$ cat config.mk
export PLATFORM = sky130hd
export DESIGN_NAME = decodificador_gray_sinc
export DESIGN_NICKNAME = d
export VERILOG_FILES = /design/src/rtl/decodificador_gray_sinc.sv
export SDC_FILE = /design/constraint.sdc
export NUM_CORES = 1
export LEC_CHECK = 0
export BUFFER_PORTS_ARGS = -buffer_cell sky130_fd_sc_hd__buf_2
export CAP_MARGIN = 30
export CORE_MARGIN = 2
export CORE_UTILIZATION = 45
export CTS_CLUSTER_DIAMETER = 60
export DETAILED_ROUTE_END_ITERATION = 7
export GPL_ROUTABILITY_DRIVEN = 0
export SLEW_MARGIN = 30
export SYNTH_ARGS = -nofsm -noshare
export SYNTH_HDL_FRONTEND = slang
export SYNTH_SLANG_ARGS = --single-unit
$ cat constraint.sdc
create_clock -name clk -period 6.84 [get_ports clk]
set_clock_uncertainty 0.05 [all_clocks]
set_input_delay 0.684 -clock clk [delete_from_list [all_inputs] [get_ports clk]]
set_output_delay 0.684 -clock clk [all_outputs]
set_load 0.005 [all_outputs]
$ cat src/rtl/decodificador_gray_sinc.sv
// Gray-to-binary position decoder: synchronizes an asynchronous Gray code, qualifies
// stable codes, decodes them and hands each accepted position out via valid/ready.
module decodificador_gray_sinc #(
    parameter int WIDTH         = 4,
    parameter int STABLE_CYCLES = 4
) (
    input  logic             clk,
    input  logic             rst,
    input  logic [WIDTH-1:0] g_in,
    input  logic             out_ready,
    output logic             out_valid,
    output logic [WIDTH-1:0] bin_out,
    output logic             dir,
    output logic             jump,
    output logic             err_sticky,
    output logic             overrun
);
    localparam int CNT_W = $clog2(STABLE_CYCLES) + 1;
    localparam logic [CNT_W-1:0] CNT_LAST = CNT_W'(STABLE_CYCLES - 1);

    localparam logic [1:0] ST_INIT = 2'd0;
    localparam logic [1:0] ST_IDLE = 2'd1;
    localparam logic [1:0] ST_QUAL = 2'd2;

    logic [WIDTH-1:0] s1, g_sync, g_cand, g_stable;
    logic [CNT_W-1:0] cnt;
    logic [1:0]       state;
    logic [1:0]       sync_fill;
    logic             first;

    logic             qual_en, same, accept, one_bit, step_up;
    logic [WIDTH-1:0] bin_new, bin_old, bin_inc;

    function automatic logic [WIDTH-1:0] gray2bin(input logic [WIDTH-1:0] g);
        logic [WIDTH-1:0] b;
        b[WIDTH-1] = g[WIDTH-1];
        for (int i = WIDTH - 2; i >= 0; i--) b[i] = b[i+1] ^ g[i];
        return b;
    endfunction

    // Qualification only starts once g_sync holds a real sample, so the first code
    // after reset is counted from its own arrival rather than from the reset value.
    always_comb begin
        qual_en = sync_fill[1];
        same    = !first && (g_sync == g_cand);
        accept  = qual_en && same && (cnt == CNT_LAST) &&
                  ((state == ST_INIT) || (g_cand != g_stable));
        bin_new = gray2bin(g_cand);
        bin_old = gray2bin(g_stable);
        bin_inc = bin_old + WIDTH'(1);
        one_bit = ($countones(g_cand ^ g_stable) == 1);
        step_up = (bin_new == bin_inc);
    end

    always_ff @(posedge clk or posedge rst) begin
        if (rst) begin
            s1        <= '0;
            g_sync    <= '0;
            sync_fill <= '0;
        end else begin
            s1        <= g_in;
            g_sync    <= s1;
            sync_fill <= {sync_fill[0], 1'b1};
        end
    end

    always_ff @(posedge clk or posedge rst) begin
        if (rst) begin
            g_cand   <= '0;
            cnt      <= '0;
            first    <= 1'b1;
            g_stable <= '0;
            state    <= ST_INIT;
        end else begin
            if (qual_en) begin
                if (!same) begin
                    g_cand <= g_sync;
                    cnt    <= '0;
                    first  <= 1'b0;
                end else if (cnt < CNT_LAST) begin
                    cnt <= cnt + 1'b1;
                end
            end
            if (accept) begin
                g_stable <= g_cand;
                state    <= ST_IDLE;
            end else if (state != ST_INIT && qual_en) begin
                state <= (g_sync != g_stable) ? ST_QUAL : ST_IDLE;
            end
        end
    end

    always_ff @(posedge clk or posedge rst) begin
        if (rst) begin
            out_valid  <= 1'b0;
            bin_out    <= '0;
            dir        <= 1'b0;
            jump       <= 1'b0;
            err_sticky <= 1'b0;
            overrun    <= 1'b0;
        end else if (accept) begin
            out_valid <= 1'b1;
            bin_out   <= bin_new;
            if (out_valid && !out_ready) overrun <= 1'b1;
            if (state == ST_INIT) begin
                jump <= 1'b0;
                dir  <= 1'b0;
            end else if (one_bit) begin
                jump <= 1'b0;
                dir  <= step_up;
            end else begin
                jump       <= 1'b1;
                dir        <= 1'b0;
                err_sticky <= 1'b1;
            end
        end else if (out_valid && out_ready) begin
            out_valid <= 1'b0;
        end
    end
endmodule

---- Word-level counts from Yosys, hierarchy flattened ----
Index checks and enable logic that the tools add are counted.
W data, S select, Z words.
operators by class
  div/mod/pow operators ................... 0
  $add $sub $neg .......................... 5
  shifts and indexed selects .............. 0
  equality and inequality tests ........... 7
  multiply operators ...................... 0
  muxes and demuxes ....................... 11
  bitwise gates (word level) .............. 10
  order comparisons ....................... 1
  reduce and logical (&&, ||, !) cells .... 18
operators by type and width
  kind                   count
  $eq A4 B4 Y1           2
  $ne A4 B4 Y1           2
  $logic_and A1 B1 Y1    7
  $mux W1                6
  $mux W2                3
  $mux W3                2
  $reduce_and A2 Y1      3
  $reduce_bool A2 Y1     3
  $xor A1 B1 Y1          6
  $add A1 B1 Y2          2
  $add A4 B1 Y4 const B  1
  $xor A4 B4 Y4          1
  $add A2 B2 Y3          1
  $add A3 B1 Y3 const B  1
  $eq A3 B1 Y1 const B   1
  $eq A3 B2 Y1 const B   1
  $lt A3 B2 Y1 const B   1
  $not A1 Y1             3
  $reduce_and A3 Y1      1
  $logic_not A1 Y1       2
  $logic_not A2 Y1       1
  $ne A2 B1 Y1 const B   1
  $logic_or A1 B1 Y1     1
word-level totals
  bits in writable memories ............... 0
  bits of input ports ..................... 7
  word-level logic and storage cells ...... 66
  memory bits (read-only) ................. 0
  output and inout bits ................... 9
  bits in registers ....................... 33
  memories kept ........................... 0
  bits in latches ......................... 0

---- Logic depth before layout (Yosys ltp) ----
  depth after elaboration ................. 7
  mapped depth ............................ 10
  mapped depth without buffers ............ 9

---- Worst setup path before layout ----
OpenSTA, ideal clock, no wires.
  kind .................................... reg2reg
  start point ............................. reg g_stable[0]
  end point ............................... reg dir
  data required time ...................... 6.686 ns
  setup slack ............................. 4.126 ns
  setup time .............................. 0.104 ns
  arrival time ............................ 2.560 ns
  stages on the path, launching flop included .. 11
  path buffers ............................ 1
  period minus slack after synthesis ...... 2.714 ns
  cells stage by stage .................... dfrtp_1 > clkbuf_1 > xnor2_1 > inv_1 > fa_1 > ha_1 > ha_1 > or3b_2 > nor2_1 > o211ai_1 > o41ai_2
between the ends
  cells in the longest elaborated chain, start to end .. 6
  elaborated cells on any way between the ends .. 12
  those cells by class .................... add/sub: 3; eq/ne: 3; mux: 2; bitwise: 2; reduce/logical: 2
RTL lines
  what                                 RTL line  source
  start, declared                      25        logic [WIDTH-1:0] s1, g_sync, g_cand, g_stable;
  start signal, assigned               85        g_stable <= g_cand;
  $xor A4 B4 Y4                        51        one_bit = ($countones(g_cand ^ g_stable) == 1);
  $add A1 B1 Y2 (implied by the code)  51
  $add A2 B2 Y3 (implied by the code)  51
  $eq A3 B1 Y1                         51
  $mux W1                              108       end else if (one_bit) begin
  $mux W1                              105       if (state == ST_INIT) begin
  end signal, assigned                 110       dir <= step_up;
  end, declared                        13        output logic dir,
Several ways; a longest one is shown, not always the timed one.
A chain may end at the register's enable or synchronous reset.

---- Worst setup path after layout ----
Ends and elaborated chain as after synthesis.

==> results.py <==
metrics = {
    "worst_setup_path": {
        "worstSetupEndpointType": "register",
        "rr_worst_depth": 9,
        "r2r_slack_ps": 4050,
        "timing.rr.start": "g_stable[0]",
        "crit_top_cell": "ha_1",
        "worst_ep_arrival_time_ps": 2970,
        "crit_start": "g_stable[0]",
        "cp.required_ps": 7020,
        "path_cells": "xnor2_1 -> inv_1 -> fa_1 -> ha_1 -> ha_1 -> or3b_2 -> nor2_1 -> o211ai_1 -> o41ai_2",
        "endpoint": "dir",
        "slowest_stage": "dfrtp_1",
        "cp_max_fo": 6,
        "startpoint_type": "register",
        "worstReg2RegEnd": "dir",
        "path_class": "reg2reg",
        "cpPeakStageDelay_ps": 490,
    },
    "place": {
        "hpwl_mm": 1.78,
        "numPortBuffers": 15,
    },
    "routing": {
        "wire_per_inst_um": 13.1,
        "routed_wl_mm": 2.44,
        "drc": 0,
        "ant_nets": 0,
        "drt_first_pass_iters": 4,
        "num_vias": 937,
        "first_iter_violations": 26,
        "vias_per_cell": 5.04,
    },
    "power": {
        "p_leak_nw": 0.825,
        "pwr_density_cell_nw_per_um2": 224,
        "irDropWorstVdd_mv": 0.105,
        "total_power_mw": 0.378,
    },
    "floorplan": {
        "die_h_um": 62.6,
        "die_w_um": 62.6,
        "row_count": 21,
        "io_pins": 16,
        "die_area_um2": 3920,
        "start_util": 0.466,
        "fp.coreArea_um2": 3310,
    },
    "job": {
        "drv_cap": 0,
    },
    "timing": {
        "layout_min_cycle_time_ps": 2790,
        "hold_violations": 0,
        "maxSlewViolCount": 0,
        "rsz0062_at_grt": "no",
        "tns_ps": 0,
        "max-slew-margin-rel": 0.619,
        "fmax_ghz": 0.358,
        "setup_violations": 0,
        "period_share": 0.408,
        "worst_pin_slew_ps": 572,
    },
    "clocking": {
        "cts.htree.levels": 2,
        "numCtsBuffers": 5,
        "cts_root_buffer": "clkbuf_4",
        "cts_resized": 0,
        "cts_tree": "done",
        "clock_path_buffers": 2,
        "ctsHoldBuffers": 0,
        "postCtsSetupRepairBufs": 0,
        "cts_sinks": 32,
        "clkTransAtPathRegs_ps": 100,
        "insertion_delay_ps": 330,
    },
    "yosys": {
        "synth-edff-count": 0,
        "syn_avg_cell_area_um2": 12.6,
        "synthArstFlopShare": 1.00,
        "synth.distinct_cells": 36,
        "synth_nets": 137,
        "yosys-top-cells-area": "dfrtp_1 50%, mux2_2 7.3%, xnor2_1 5.7%, xor2_1 5.1%, ha_1 4.9%",
        "yosysMostFrequentCell": "dfrtp_1",
        "yosysTopAreaCell": "dfrtp_1",
        "synth_common_cells": "31 x dfrtp_1, 10 x mux2_2, 10 x xnor2_1",
        "netlist.area_leader.share": 0.502,
        "syn-instance-count": 123,
        "yosysSeqAreaShare": 0.519,
        "yosys_warnings": 0,
        "syn_area_um2": 1540,
        "ys_ff_latch": 32,
        "synthFlopType": "dfrtp_1",
    },
    "cells_and_area": {
        "area_delta_synth_final_pct": 9.40,
        "nets": 154,
        "drive_above_1_share": 0.257,
        "nFillCells": 318,
        "antennaDiodeCount": 0,
        "seqCellArea_um2": 802,
        "multiInputGateArea_um2": 678,
    },
    "outcome": {
        "status": "finished clean",
    },
    "global_route": {
        "grt_pass1_wl_mm": 4.41,
        "overflow": 0,
        "grt_max_degree": 33,
        "grt_pass1_vias": 979,
        "antenna_found_initial": 0,
        "grt_use_total": 0.149,
    },
    "hold_path": {
        "worstHoldPathType": "reg2reg",
    },
}
-- worst max-delay path: cells and delay by family (launching register included) --
kind            cells  cell delay (ps)
buf+inv             1               90
xor+xnor            1              230
compound gates      2              300
flops               1              490
fa+ha+maj           3              960
simple gates        2              570
-- report_power, final --
| group | leakage [nW] | total, mW | internal [mW] | switching, mW |
|---|---|---|---|---|
| sequential | 0.406 | 0.216 | 0.201 | 0.0150 |
| combinational | 0.391 | 0.0659 | 0.0319 | 0.0340 |
| clock | 0.0281 | 0.0963 | 0.0378 | 0.0585 |
-- cell usage in the layout (no fill, tap or decap), types with 3 or more instances in the layout --
| cell type | instances |
|---|---|
| mux2_2 | 10 |
| dfrtp_1 | 31 |
| ha_1 | 6 |
| o21ai_0 | 4 |
| o31ai_1 | 3 |
| clkbuf_4 | 5 |
| nor2_1 | 7 |
| buf_2 | 15 |
| xnor2_1 | 10 |
| inv_1 | 6 |
| a21oi_1 | 4 |
| xor2_1 | 9 |
-- cell type report --
class                   count  share of cell area
clock inverters             1             0.00296
flip-flops and latches     32               0.475
clock buffers               6              0.0244
inverters                   6              0.0133
well taps                  46              0.0341
repair buffers             16              0.0489
multi-input cells          79               0.401
-- through the flow --
stage                util  cell area (um^2)  std cells  setup slack, ps  hold WS (ps)
global route        0.510              1690        186             3790           316
global placement    0.496              1640        179             4170           282
floorplan               -              1540        123             4130           281
finish              0.510              1690        186             4050           304
CTS                 0.510              1690        186             4040           307
detailed placement  0.496              1640        179             4070           286
-- metal layers --
layer	global-route usage	vias up	share of wire
met3	0.0486	6	0.038
li1	-	452	-
met5	0	-	0
met2	0.238	15	0.48
met4	0.0778	0	0.022
met1	0.180	464	0.46
-- worst min path at each step --
stage,startpoint,end,slack [ps],cells after the start
after floorplan,s1[0],g_sync[0],280,0
after global placement,sync_fill[0],sync_fill[1],280,0
after detailed placement,sync_fill[0],sync_fill[1],290,0
after CTS,s1[0],g_sync[0],310,0
after global routing,s1[3],g_sync[3],320,0
final,s1[0],g_sync[0],300,0
-- sequential cells by signal, indices dropped and copies added, names as in the netlist --
register / flops
g_cand: 4
err_sticky: 1
bin_out: 3
first: 1
cnt: 3
s1: 4
sync_fill: 2
out_valid: 1
dir: 1
overrun: 1
jump: 1
g_stable: 4
g_sync: 4
state: 2
-- kinds of logic (layout without fill, tap and decap cells) --
logic type | after synthesis | after routing | share of synthesized area
AND/OR/NAND/NOR | 17 | 17 | 0.0567
flip-flops | 32 | 32 | 0.519
buffers and inverters | 12 | 29 | 0.0413
other | 1 | 1 | 0.00243
AO/OA/AOI/OAI | 21 | 21 | 0.0989
adder cells (fa/ha/maj) | 7 | 7 | 0.0616
multiplexers | 12 | 12 | 0.0867
XOR/XNOR | 21 | 21 | 0.133
(Power assumes the default switching activity.)
